<file path="src/rtl/mem_arbiter.sv">
// mem_arbiter: shares one fixed-latency external memory port between the
// I-cache refill path (reads only) and the D-cache path (reads and writes).
// One transaction at a time: IDLE (sample/grant) -> BUSY (strobe) -> DONE (ack).
// Configuration macro ARB_RR_EN: when defined, contention is resolved
// round-robin; when undefined, D always wins over I.
module mem_arbiter #(
    parameter int unsigned WORD_WIDTH  = 32,
    parameter int unsigned MEM_LATENCY = 4
) (
    input  logic                  clk,
    input  logic                  rst,
    input  logic                  i_req,
    input  logic [WORD_WIDTH-1:0] i_addr,
    output logic                  i_ack,
    output logic [WORD_WIDTH-1:0] i_rdata,
    input  logic                  d_req,
    input  logic                  d_we,
    input  logic [WORD_WIDTH-1:0] d_addr,
    input  logic [WORD_WIDTH-1:0] d_wdata,
    output logic                  d_ack,
    output logic [WORD_WIDTH-1:0] d_rdata,
    output logic                  busy,
    output logic                  mem_read,
    output logic                  mem_write,
    output logic [WORD_WIDTH-1:0] mem_addr,
    output logic [WORD_WIDTH-1:0] mem_wdata,
    input  logic [WORD_WIDTH-1:0] mem_rdata
);

    localparam int unsigned CNT_W = 8;

    typedef enum logic [1:0] {
        S_IDLE = 2'd0,
        S_BUSY = 2'd1,
        S_DONE = 2'd2
    } state_t;

    state_t                r_state,     w_state_nxt;
    logic [CNT_W-1:0]      r_cnt,       w_cnt_nxt;
    logic                  r_owner_d,   w_owner_d_nxt;
    logic                  r_busy,      w_busy_nxt;
    logic                  r_mem_read,  w_mem_read_nxt;
    logic                  r_mem_write, w_mem_write_nxt;
    logic [WORD_WIDTH-1:0] r_mem_addr,  w_mem_addr_nxt;
    logic [WORD_WIDTH-1:0] r_mem_wdata, w_mem_wdata_nxt;
    logic [WORD_WIDTH-1:0] r_i_rdata,   w_i_rdata_nxt;
    logic [WORD_WIDTH-1:0] r_d_rdata,   w_d_rdata_nxt;
    logic                  r_i_ack,     w_i_ack_nxt;
    logic                  r_d_ack,     w_d_ack_nxt;
    logic                  w_pick_d;
`ifdef ARB_RR_EN
    logic                  r_rr_last_d, w_rr_last_d_nxt;
`endif

    // Winner selection when sampling in IDLE
`ifdef ARB_RR_EN
    assign w_pick_d = d_req && (!i_req || !r_rr_last_d);
`else
    assign w_pick_d = d_req;
`endif

    // State and output registers
    always_ff @(posedge clk or posedge rst) begin
        if (rst) begin
            r_state     <= S_IDLE;
            r_cnt       <= '0;
            r_owner_d   <= 1'b0;
            r_busy      <= 1'b0;
            r_mem_read  <= 1'b0;
            r_mem_write <= 1'b0;
            r_mem_addr  <= '0;
            r_mem_wdata <= '0;
            r_i_rdata   <= '0;
            r_d_rdata   <= '0;
            r_i_ack     <= 1'b0;
            r_d_ack     <= 1'b0;
`ifdef ARB_RR_EN
            r_rr_last_d <= 1'b0;
`endif
        end else begin
            r_state     <= w_state_nxt;
            r_cnt       <= w_cnt_nxt;
            r_owner_d   <= w_owner_d_nxt;
            r_busy      <= w_busy_nxt;
            r_mem_read  <= w_mem_read_nxt;
            r_mem_write <= w_mem_write_nxt;
            r_mem_addr  <= w_mem_addr_nxt;
            r_mem_wdata <= w_mem_wdata_nxt;
            r_i_rdata   <= w_i_rdata_nxt;
            r_d_rdata   <= w_d_rdata_nxt;
            r_i_ack     <= w_i_ack_nxt;
            r_d_ack     <= w_d_ack_nxt;
`ifdef ARB_RR_EN
            r_rr_last_d <= w_rr_last_d_nxt;
`endif
        end
    end

    // Next-state and next-output logic; acks default low so they pulse once
    always_comb begin
        w_state_nxt     = r_state;
        w_cnt_nxt       = r_cnt;
        w_owner_d_nxt   = r_owner_d;
        w_busy_nxt      = r_busy;
        w_mem_read_nxt  = r_mem_read;
        w_mem_write_nxt = r_mem_write;
        w_mem_addr_nxt  = r_mem_addr;
        w_mem_wdata_nxt = r_mem_wdata;
        w_i_rdata_nxt   = r_i_rdata;
        w_d_rdata_nxt   = r_d_rdata;
        w_i_ack_nxt     = 1'b0;
        w_d_ack_nxt     = 1'b0;
`ifdef ARB_RR_EN
        w_rr_last_d_nxt = r_rr_last_d;
`endif
        unique case (r_state)
            S_IDLE: begin
                if (i_req || d_req) begin
                    w_state_nxt     = S_BUSY;
                    w_cnt_nxt       = CNT_W'(MEM_LATENCY - 1);
                    w_owner_d_nxt   = w_pick_d;
                    w_busy_nxt      = 1'b1;
                    w_mem_read_nxt  = !(w_pick_d && d_we);
                    w_mem_write_nxt = w_pick_d && d_we;
                    w_mem_addr_nxt  = w_pick_d ? d_addr : i_addr;
                    w_mem_wdata_nxt = w_pick_d ? d_wdata : '0;
`ifdef ARB_RR_EN
                    w_rr_last_d_nxt = w_pick_d;
`endif
                end
            end
            S_BUSY: begin
                if (r_cnt == '0) begin
                    if (r_mem_read) begin
                        if (r_owner_d) begin
                            w_d_rdata_nxt = mem_rdata;
                        end else begin
                            w_i_rdata_nxt = mem_rdata;
                        end
                    end
                    w_mem_read_nxt  = 1'b0;
                    w_mem_write_nxt = 1'b0;
                    w_i_ack_nxt     = !r_owner_d;
                    w_d_ack_nxt     = r_owner_d;
                    w_state_nxt     = S_DONE;
                end else begin
                    w_cnt_nxt = r_cnt - CNT_W'(1);
                end
            end
            S_DONE: begin
                w_busy_nxt  = 1'b0;
                w_state_nxt = S_IDLE;
            end
            default: begin
                w_state_nxt = S_IDLE;
            end
        endcase
    end

    assign i_ack     = r_i_ack;
    assign d_ack     = r_d_ack;
    assign i_rdata   = r_i_rdata;
    assign d_rdata   = r_d_rdata;
    assign busy      = r_busy;
    assign mem_read  = r_mem_read;
    assign mem_write = r_mem_write;
    assign mem_addr  = r_mem_addr;
    assign mem_wdata = r_mem_wdata;

endmodule

</file>
<file path="config.mk">
export PLATFORM = sky130hd
export DESIGN_NAME = mem_arbiter
export DESIGN_NICKNAME = d
export VERILOG_FILES = /design/src/rtl/mem_arbiter.sv
export SDC_FILE = /design/constraint.sdc
export NUM_CORES = 1
export LEC_CHECK = 0
export ABC_AREA = 1
export CORE_ASPECT_RATIO = 1.75
export CORE_UTILIZATION = 43
export DETAILED_ROUTE_END_ITERATION = 7
export PLACE_DENSITY = 0.9
export SETUP_SLACK_MARGIN = 0.3
export SYNTH_ARGS = -nofsm -noshare
export SYNTH_HDL_FRONTEND = slang
export SYNTH_SLANG_ARGS = --single-unit
export TNS_END_PERCENT = 30
</file>
<file path="constraint.sdc">
create_clock -name clk -period 6.8 [get_ports clk]
set_input_delay 1.7 -clock clk [delete_from_list [all_inputs] [get_ports clk]]
set_output_delay 1.7 -clock clk [all_outputs]
set_load 0.02 [all_outputs]
</file>
* Word level (Yosys, flattened, before mapping)
Cells that the tools add are included.
** Storage, ports and cells
- Register bits :: 144
- Bits of input ports :: 133
- Output and inout port bits :: 133
- Word-level logic and storage cells :: 53
** Operators by class
- $add $sub $neg :: 1
- Equal/unequal tests :: 5
- Muxes and demuxes :: 19
- Bitwise logic cells :: 1
- Reduce and logical (&&, ||, !) cells :: 15
** Operators with widths (count)
- $mux 32 :: 2
- $mux 8 :: 2
- $pmux 8 s2 :: 1
- $logic_not 8->1 :: 1
- $mux 1 :: 8
- $reduce_and 4->1 :: 2
- $sub 8x1->8 const B :: 1
- $ne 2x2->1 const B :: 3
- $pmux 1 s2 :: 3
- $reduce_and 2->1 :: 3
- $reduce_and 3->1 :: 2
- $mux 2 :: 2
- $pmux 2 s2 :: 1
- $reduce_bool 2->1 :: 2
- $eq 2x1->1 const B :: 1
- $eq 2x2->1 const B :: 1
- $logic_not 1->1 :: 2
- $logic_not 2->1 :: 1
- $logic_and 1x1->1 :: 1
- $logic_or 1x1->1 :: 1
- $not 1->1 :: 1

* Logic depth before layout (Yosys ltp)
Gate-level depths: netlist of run 1.
- Depth in word-level cells :: 4
- Mapped depth :: 10
- Gate-level depth less buffers :: 10

* Worst setup path before layout of run 1
No wires, ideal clock.
- Kind :: input to register
- Start :: input port d_req
- End :: register r_cnt[1]
- Library setup time :: 0.132 ns
- Arrival time :: 2.531 ns
- Data required time :: 6.668 ns
- Setup slack :: 4.137 ns
- Stages :: 5
- Buffers on the path :: 3
- Cell sequence :: buf_2 o21ai_1 buf_2 buf_2 o211ai_1
** Between the ends
- Word-level cells in the longest chain between the ends :: 3
** Ends and longest elaborated chain
- from (decl) :: line 16 : input logic d_req,
- $logic_or 1x1->1 :: line 118 : if (i_req || d_req) begin
- $ne 2x2->1 (no source line)
- $reduce_and 3->1 (no source line)
- to (signal assigned) :: line 82 : r_cnt <= w_cnt_nxt;
- to (decl) :: line 39 : logic [CNT_W-1:0] r_cnt, w_cnt_nxt;
No other way between the ends.
A chain may end at the register's enable or synchronous reset.

* Final worst setup path of run 1
- Start :: register r_mem_read, in the netlist mem_read
- End :: output port mem_read
** RTL lines
- from (decl) :: line 42 : logic r_mem_read, w_mem_read_nxt;
- from (signal assigned) :: line 85 : r_mem_read <= w_mem_read_nxt;
- to (decl) :: line 23 : output logic mem_read,
No word-level cell between the ends.

==> results of run 1 <==
[worst max path at each step]
stage / endpoint / slack [ps] / from / depth (start not counted)
3_3_place_gp: r_cnt[6] / 3060 / d_req / 8
6_report: mem_read / 3310 / mem_read / 2
4_1_cts: mem_read / 3290 / mem_read / 2
5_1_grt: r_cnt[6] / 3150 / d_req / 8
2_1_floorplan: busy / 1230 / rst / 1
3_5_place_dp: r_cnt[5] / 3000 / d_req / 8
[kinds of logic after synthesis]
logic type / synth area share, %
flip-flops: 58.4
AND/OR/NAND/NOR: 25.9
AO/OA/AOI/OAI: 8.23
buffers and inverters: 6.71
XOR/XNOR: 0.426
adder cells (fa/ha/maj): 0.405
[routing by layer]
metal	GRT usage [%]	part of all wire [%]	up-vias
met1	26.7	36	2698
li1	-	-	2798
met5	0	0	-
met2	44.5	52	259
met4	12.2	3.6	0
met3	7.15	7.6	35
[worst max-delay path, cell delays in order, from the launching register on]
cell	delay (ps)
dfrtp_1	320
buf_4	370
clkdlybuf4s50_1	690
[placed cells by master, fill, tap and decap left out, types with 2 or more instances in the layout]
cell type / instances
buf_4: 6
nand2_2: 3
bufinv_16: 4
clkinvlp_4: 2
o21ai_0: 71
inv_6: 7
inv_1: 45
nand3_1: 73
o21ai_1: 28
xor2_1: 2
nor2_2: 3
clkbuf_16: 17
nand2_1: 293
nand4_1: 3
ha_1: 2
nor2_1: 12
clkdlybuf4s50_1: 264
dfrtp_1: 144
[metrics by stage]
stage | hold WS (ps) | cells | utilization, %
after global routing | 495 | 1165 | 68.0
final | 468 | 1165 | 68.0
after CTS | 473 | 1165 | 68.0
after floorplan | 442 | 730 | -
after global placement | 453 | 1133 | 63.4
after detailed placement | 458 | 1133 | 63.4
[flip-flops by register name (all words and copies together) (netlist names)]
name,count
busy,1
d_ack,1
d_rdata,32
i_ack,1
i_rdata,32
mem_addr,32
mem_read,1
mem_wdata,32
mem_write,1
r_cnt,8
r_owner_d,1
r_state,2
[synth_stat cells]
master and instances:
ha_1 2, nor2_2 3, nor2_4 1, buf_8 3
o211ai_1 1, o21ai_0 71, buf_1 2, nand2_2 3
nand2_1 293, buf_4 1, o21ai_1 29, xor2_1 2
nand3_1 73, clkbuf_2 1, nand4_1 3, nor2_1 12
buf_2 15, xnor2_1 1, buf_6 2, dfrtp_1 144
nor2_8 1, clkbuf_1 21, inv_1 46
[final cells by class]
class / count / area [sq um]
clock inverter: 14 / 201
sequential: 144 / 3600
inverter: 46 / 178
fill: 1090 / 4470
timing repair buffer: 271 / 2690
tap: 177 / 221
clock buffer: 18 / 439
multi-input combinational: 495 / 2170
[power by group through the flow]
stage               registers, uW  clock network (uW)  logic (uW)
floorplan                    1940                   0         670
global placement             1490                   0        2110
detailed placement           1510                   0        2170
CTS                          1500                1020        2180
global route                 1550                1060        2350
finish                       1500                1000        2160
==> summary.md, run 1 <==
| Metric | Value |
|---|---|
| Status | complete, no violations |
| Final max-slew violation count | 0 |
| Top cells by area, synth | dfrtp_1 (58%), nand2_1 (18%), nand3_1 (5.9%), o21ai_0 (5.8%), inv_1 (2.8%) |
| Hold Path Cell Cnt | 2 |
| Total wire length | 17800 um |
| Max Cap Viol | 0 |
| Netlist cell types | 23 |
| RR Startpoint | r_cnt[0] |
| CTS root buffer | clkbuf_16 |
| CTS Buffer Depth | 2 |
| Setup TNS | 0 ps |
| Hold Buf Count CTS | 0 |
| Final Cycle Share | 51.4% |
| IO Count | 266 |
| Crit path DAT | 1790 ps |
| Avg Inst Size Synth | 8.46 sq um |
| Chip width | 92.6 um |
| Net Count, Synth | 865 |
| Slew @ Worst Pin | 959 ps |
| Worst vdd ir | 0.415 mV |
| Final Setup Violations | 0 |
| H-tree depth | 4 |
| FF-to-FF setup slack | 4070 ps |
| Power, Total | 4670 uW |
| Largest net degree at the start of global routing | 106 |
| HP Class | register to register |
| Setup crit start kind | register |
| Area Growth Syn to Fin | 53.9% |
| Post-synthesis cell count | 730 |
| CTS tree | done |
| Sw Ratio | 39.4% |
| Post-DP HPWL | 12600 um |
| Global route overflow | 0 |
| Setup Fix Bufs, Post-CTS | 0 |
| CP endpoint kind | output pin |
| Initial Util | 44.2% |
| 1st-iter DRT viols | 328 |
| Sequential cell area fraction in the yosys report | 58.4% |
| Synth area leader | dfrtp_1 |
| Crit path time final | 3490 ps |
| Seq pwr share | 32.2% |
| # rows | 57 |
| Pre-CTS WS | 3000 ps |
| Post-place instance area | 8860 sq um |
| Vias in the first global route | 5925 |
| Synth Cell Area | 6170 sq um |
| Reg2Reg Depth | 8 |
| Number of synthesized register bits | 144 |
| Slew headroom | 36.0% |
| Post-cts resize count | 0 |
| Nets | 1110 |
| Vias per cell | 4.97 |
| DR WL/cell | 15.3 um |
| DR pass1 iterations | 5 |
| Vias after detailed routing | 5790 |
| Clock slew at reported path FFs | 60 ps |
| Clock Power Share | 21.5% |
| RSZ-0062 raised after global routing | false |
| Crit Path Category | register to output pin |
| First-pass GRT wire length | 28800 um |
| R2r endpoint | i_rdata[28] |
| Req. time, crit path | 5100 ps |
| Num CTS Buffers | 17 |
| Post-route cell area | 9500 sq um |
| Ant diodes | 0 |
| Ys Warns | 0 |
| Crit-path max FO | 36 |
| Final WS setup | 3310 ps |
| P_leak | 0.00443 uW |
| Latest clock arrival within the worst-skew pair | 410 ps |
| Hold_sp | mem_wdata[19] |
| Initial antenna violation count | 0 |
| Min-Delay Endpoint | mem_wdata[19] |
| Port-buffer cells | 265 |
| Power share of the combinational group | 46.4% |
| Total Routing Usage GR | 25.0% |
| Power per cell area | 491 nW/um^2 |
| Core area | 14000 sq um |
| Final Hold Fails | 0 |
| Post-route ant nets | 0 |
| Die height | 161 um |
| Switching power | 1840 uW |
| Top-area cell type share of the netlist area | 58.4% |
| Layout cells sized above 1 | 4.96% |
| Die area | 14900 sq um |
| Int Pwr | 2830 uW |
| Final Skew | 11.2 ps |
| RePlAce Congestion | 0.863 |
| Max frequency | 286 MHz |
| Post-route DRC | 0 |
| Clk sinks | 144 |
Note: power is estimated with default switching activity, not from simulation.
==> run 2: changes to the inputs <==
- CORE_UTILIZATION: 43 -> 38
- PLACE_DENSITY: 0.9 -> 0.85
- clock period: 6.8 -> 2.8 ns (I/O delays scaled with it)
==> run 2 against run 1 <==
  * The run now ends with DRC left
  * Worst hold slack improved by 4.8 ps
  * Combinational power rose by 150%
  * Critical path depth fell by 1
  * Total power rose by 140%
  * Clock skew barely moved
  * Highest routed layer unchanged
  * Clock-buffer cell count fell by 1
  * Final area rose by 0.74%
  * Register-to-register slack got worse by 3300 ps
  * Routed wire length fell by 0.75%
  * Flip-flop and latch count did not move
  * First-iteration DRC count fell by 16%
==> summary.md, run 2 (same netlist as run 1, synthesis figures left out) <==
| Metric | Value |
|---|---|
| Slowest stage delay, CP | 650 ps |
| Max Cap Viol | 0 |
| Final Skew | 10.8 ps |
| CTS root buffer | clkbuf_16 |
| Post-route DRC | 17 |
| Die area | 16800 sq um |
| CP Launch Point | mem_wdata[9] |
| RePlAce Congestion | 0.846 |
| Crit Path Category | register to output pin |
| Worst path cell trace | clkdlybuf4s50_1 |
| Slew @ Worst Pin | 709 ps |
| Max frequency | 464 MHz |
| Post-place instance area | 9000 sq um |
| Layout cells sized above 1 | 5.72% |
| Core area | 15900 sq um |
| Clk sinks | 144 |
| Vias per cell | 4.90 |
| Power per cell area | 1160 nW/um^2 |
| First-pass GRT wire length | 28800 um |
| Post-cts resize count | 0 |
| Global route overflow | 0 |
| DR pass1 iterations | 8 |
| Initial antenna violation count | 0 |
| Slew headroom | 52.6% |
| RR Startpoint | r_cnt[0] |
| Setup Fix Bufs, Post-CTS | 0 |
| FILL cells | 1328 |
| CTS tree | done |
| Final Cycle Share | 77.0% |
| Post-route cell area | 9570 sq um |
| Vias in the first global route | 5816 |
| Crit path time final | 2160 ps |
| Slowest CP cell | clkdlybuf4s50_1 |
| Commonest cells after routing, fill and taps aside | nand2_1 (293), clkdlybuf4s50_1 (264), dfrtp_1 (144), nand3_1 (73), o21ai_0 (71) |
| HP Class | register to register |
| Vias after detailed routing | 5809 |
| Hold Buf Count CTS | 0 |
| CP endpoint kind | output pin |
| Hold_sp | mem_wdata[26] |
| H-tree depth | 4 |
| Failing checks | DRC |
| 1st-iter DRT viols | 276 |
| Setup crit start kind | register |
| Ant diodes | 0 |
| Port-buffer cells | 265 |
| Area Growth Syn to Fin | 55.1% |
| Clock slew at reported path FFs | 70 ps |
| Leading cell type in the layout, fill and taps excluded | nand2_1 |
| Final Hold Fails | 0 |
| DR WL/cell | 14.9 um |
| Latest clock arrival within the worst-skew pair | 420 ps |
| Post-route ant nets | 0 |
| Status | finished with violations |
| Final max-slew violation count | 0 |
| P_leak | 0.00446 uW |
| Final Setup Violations | 0 |
| Crit-path max FO | 2 |
| Nets | 1118 |
| CTS Buffer Depth | 2 |
| Cell family with most CP delay | buffers and inverters |
| # rows | 61 |
| Sum of buffers and inverters on the critical path | 1 |
| Total Routing Usage GR | 22.0% |
| Post-DP HPWL | 12500 um |
| Setup TNS | 0 ps |
| Largest net degree at the start of global routing | 100 |
| Total wire length | 17700 um |
| Die height | 171 um |
| Req. time, crit path | 2100 ps |
| IO Count | 266 |
| RSZ-0062 raised after global routing | false |
| Initial Util | 38.9% |
| Chip width | 98.4 um |
| Crit path DAT | 1460 ps |
| Worst vdd ir | 0.499 mV |
| Num CTS Buffers | 17 |
run 2: cell count changes in the layout (fill, tap and decap cells not counted):
cell       delta
clkinv_8      +2
bufinv_16     -4
buf_4         +3
inv_8         +1
clkinv_4      +3
nor2_4        +1
nor2_2        -1
inv_6         -1
buf_12        +5
clkbuf_8      -1
run 2: layout make-up:
cell class | count | area (sq um) | area share (%)
clock inverter | 15 | 144 | 1.50
inverter | 46 | 176 | 1.84
clock buffer | 17 | 425 | 4.44
tap | 189 | 236 | 2.47
multi-input combinational | 495 | 2170 | 22.7
sequential | 144 | 3600 | 37.6
timing repair buffer | 279 | 2820 | 29.4
run 2: stage by stage:
| stage | worst slack, ps | std cells | total power (uW) | hold WS (ps) | util [%] |
|---|---|---|---|---|---|
| CTS | 620 | 1185 | 11200 | 476 | 60.3 |
| floorplan | 295 | 730 | 6350 | 442 | - |
| global placement | 580 | 1153 | 8880 | 453 | 56.7 |
| finish | 644 | 1185 | 11100 | 472 | 60.3 |
| global route | 598 | 1185 | 11900 | 492 | 60.3 |
| detailed placement | 558 | 1153 | 9020 | 458 | 56.7 |
run 2: worst paths after layout:
| check | endpoint | slack [ps] | cells past startpoint |
|---|---|---|---|
| max in group asynchronous | mem_wdata[19] | 1410 | 3 |
| worst min register to register | mem_wdata[26] | 470 | 2 |
| worst max-delay path | mem_wdata[9] | 640 | 1 |
| worst max register to register | i_rdata[16] | 790 | 9 |
| min in group asynchronous | mem_wdata[0] | 620 | 2 |
| worst min-delay path | mem_wdata[26] | 470 | 2 |
run 2: power by group:
part	leakage (uW)	switching, uW	internal [uW]
sequential	0.00169	576	3070
clock	0.000277	978	1170
combinational	0.00249	2990	2350
total	0.00446	4540	6590
run 2: metal layers:
layer	track usage [%]	up-vias	routed length, um
met1	24.6	2692	6530
met5	0	-	0
met4	10.1	0	629
met3	5.51	43	1290
met2	39.3	257	9220
li1	-	2817	-
run 2: tightest hold or removal path, stage by stage, from the launching register on:
cell	delay [ps]
dfrtp_1	350
nand2_1	50
nand2_1	40
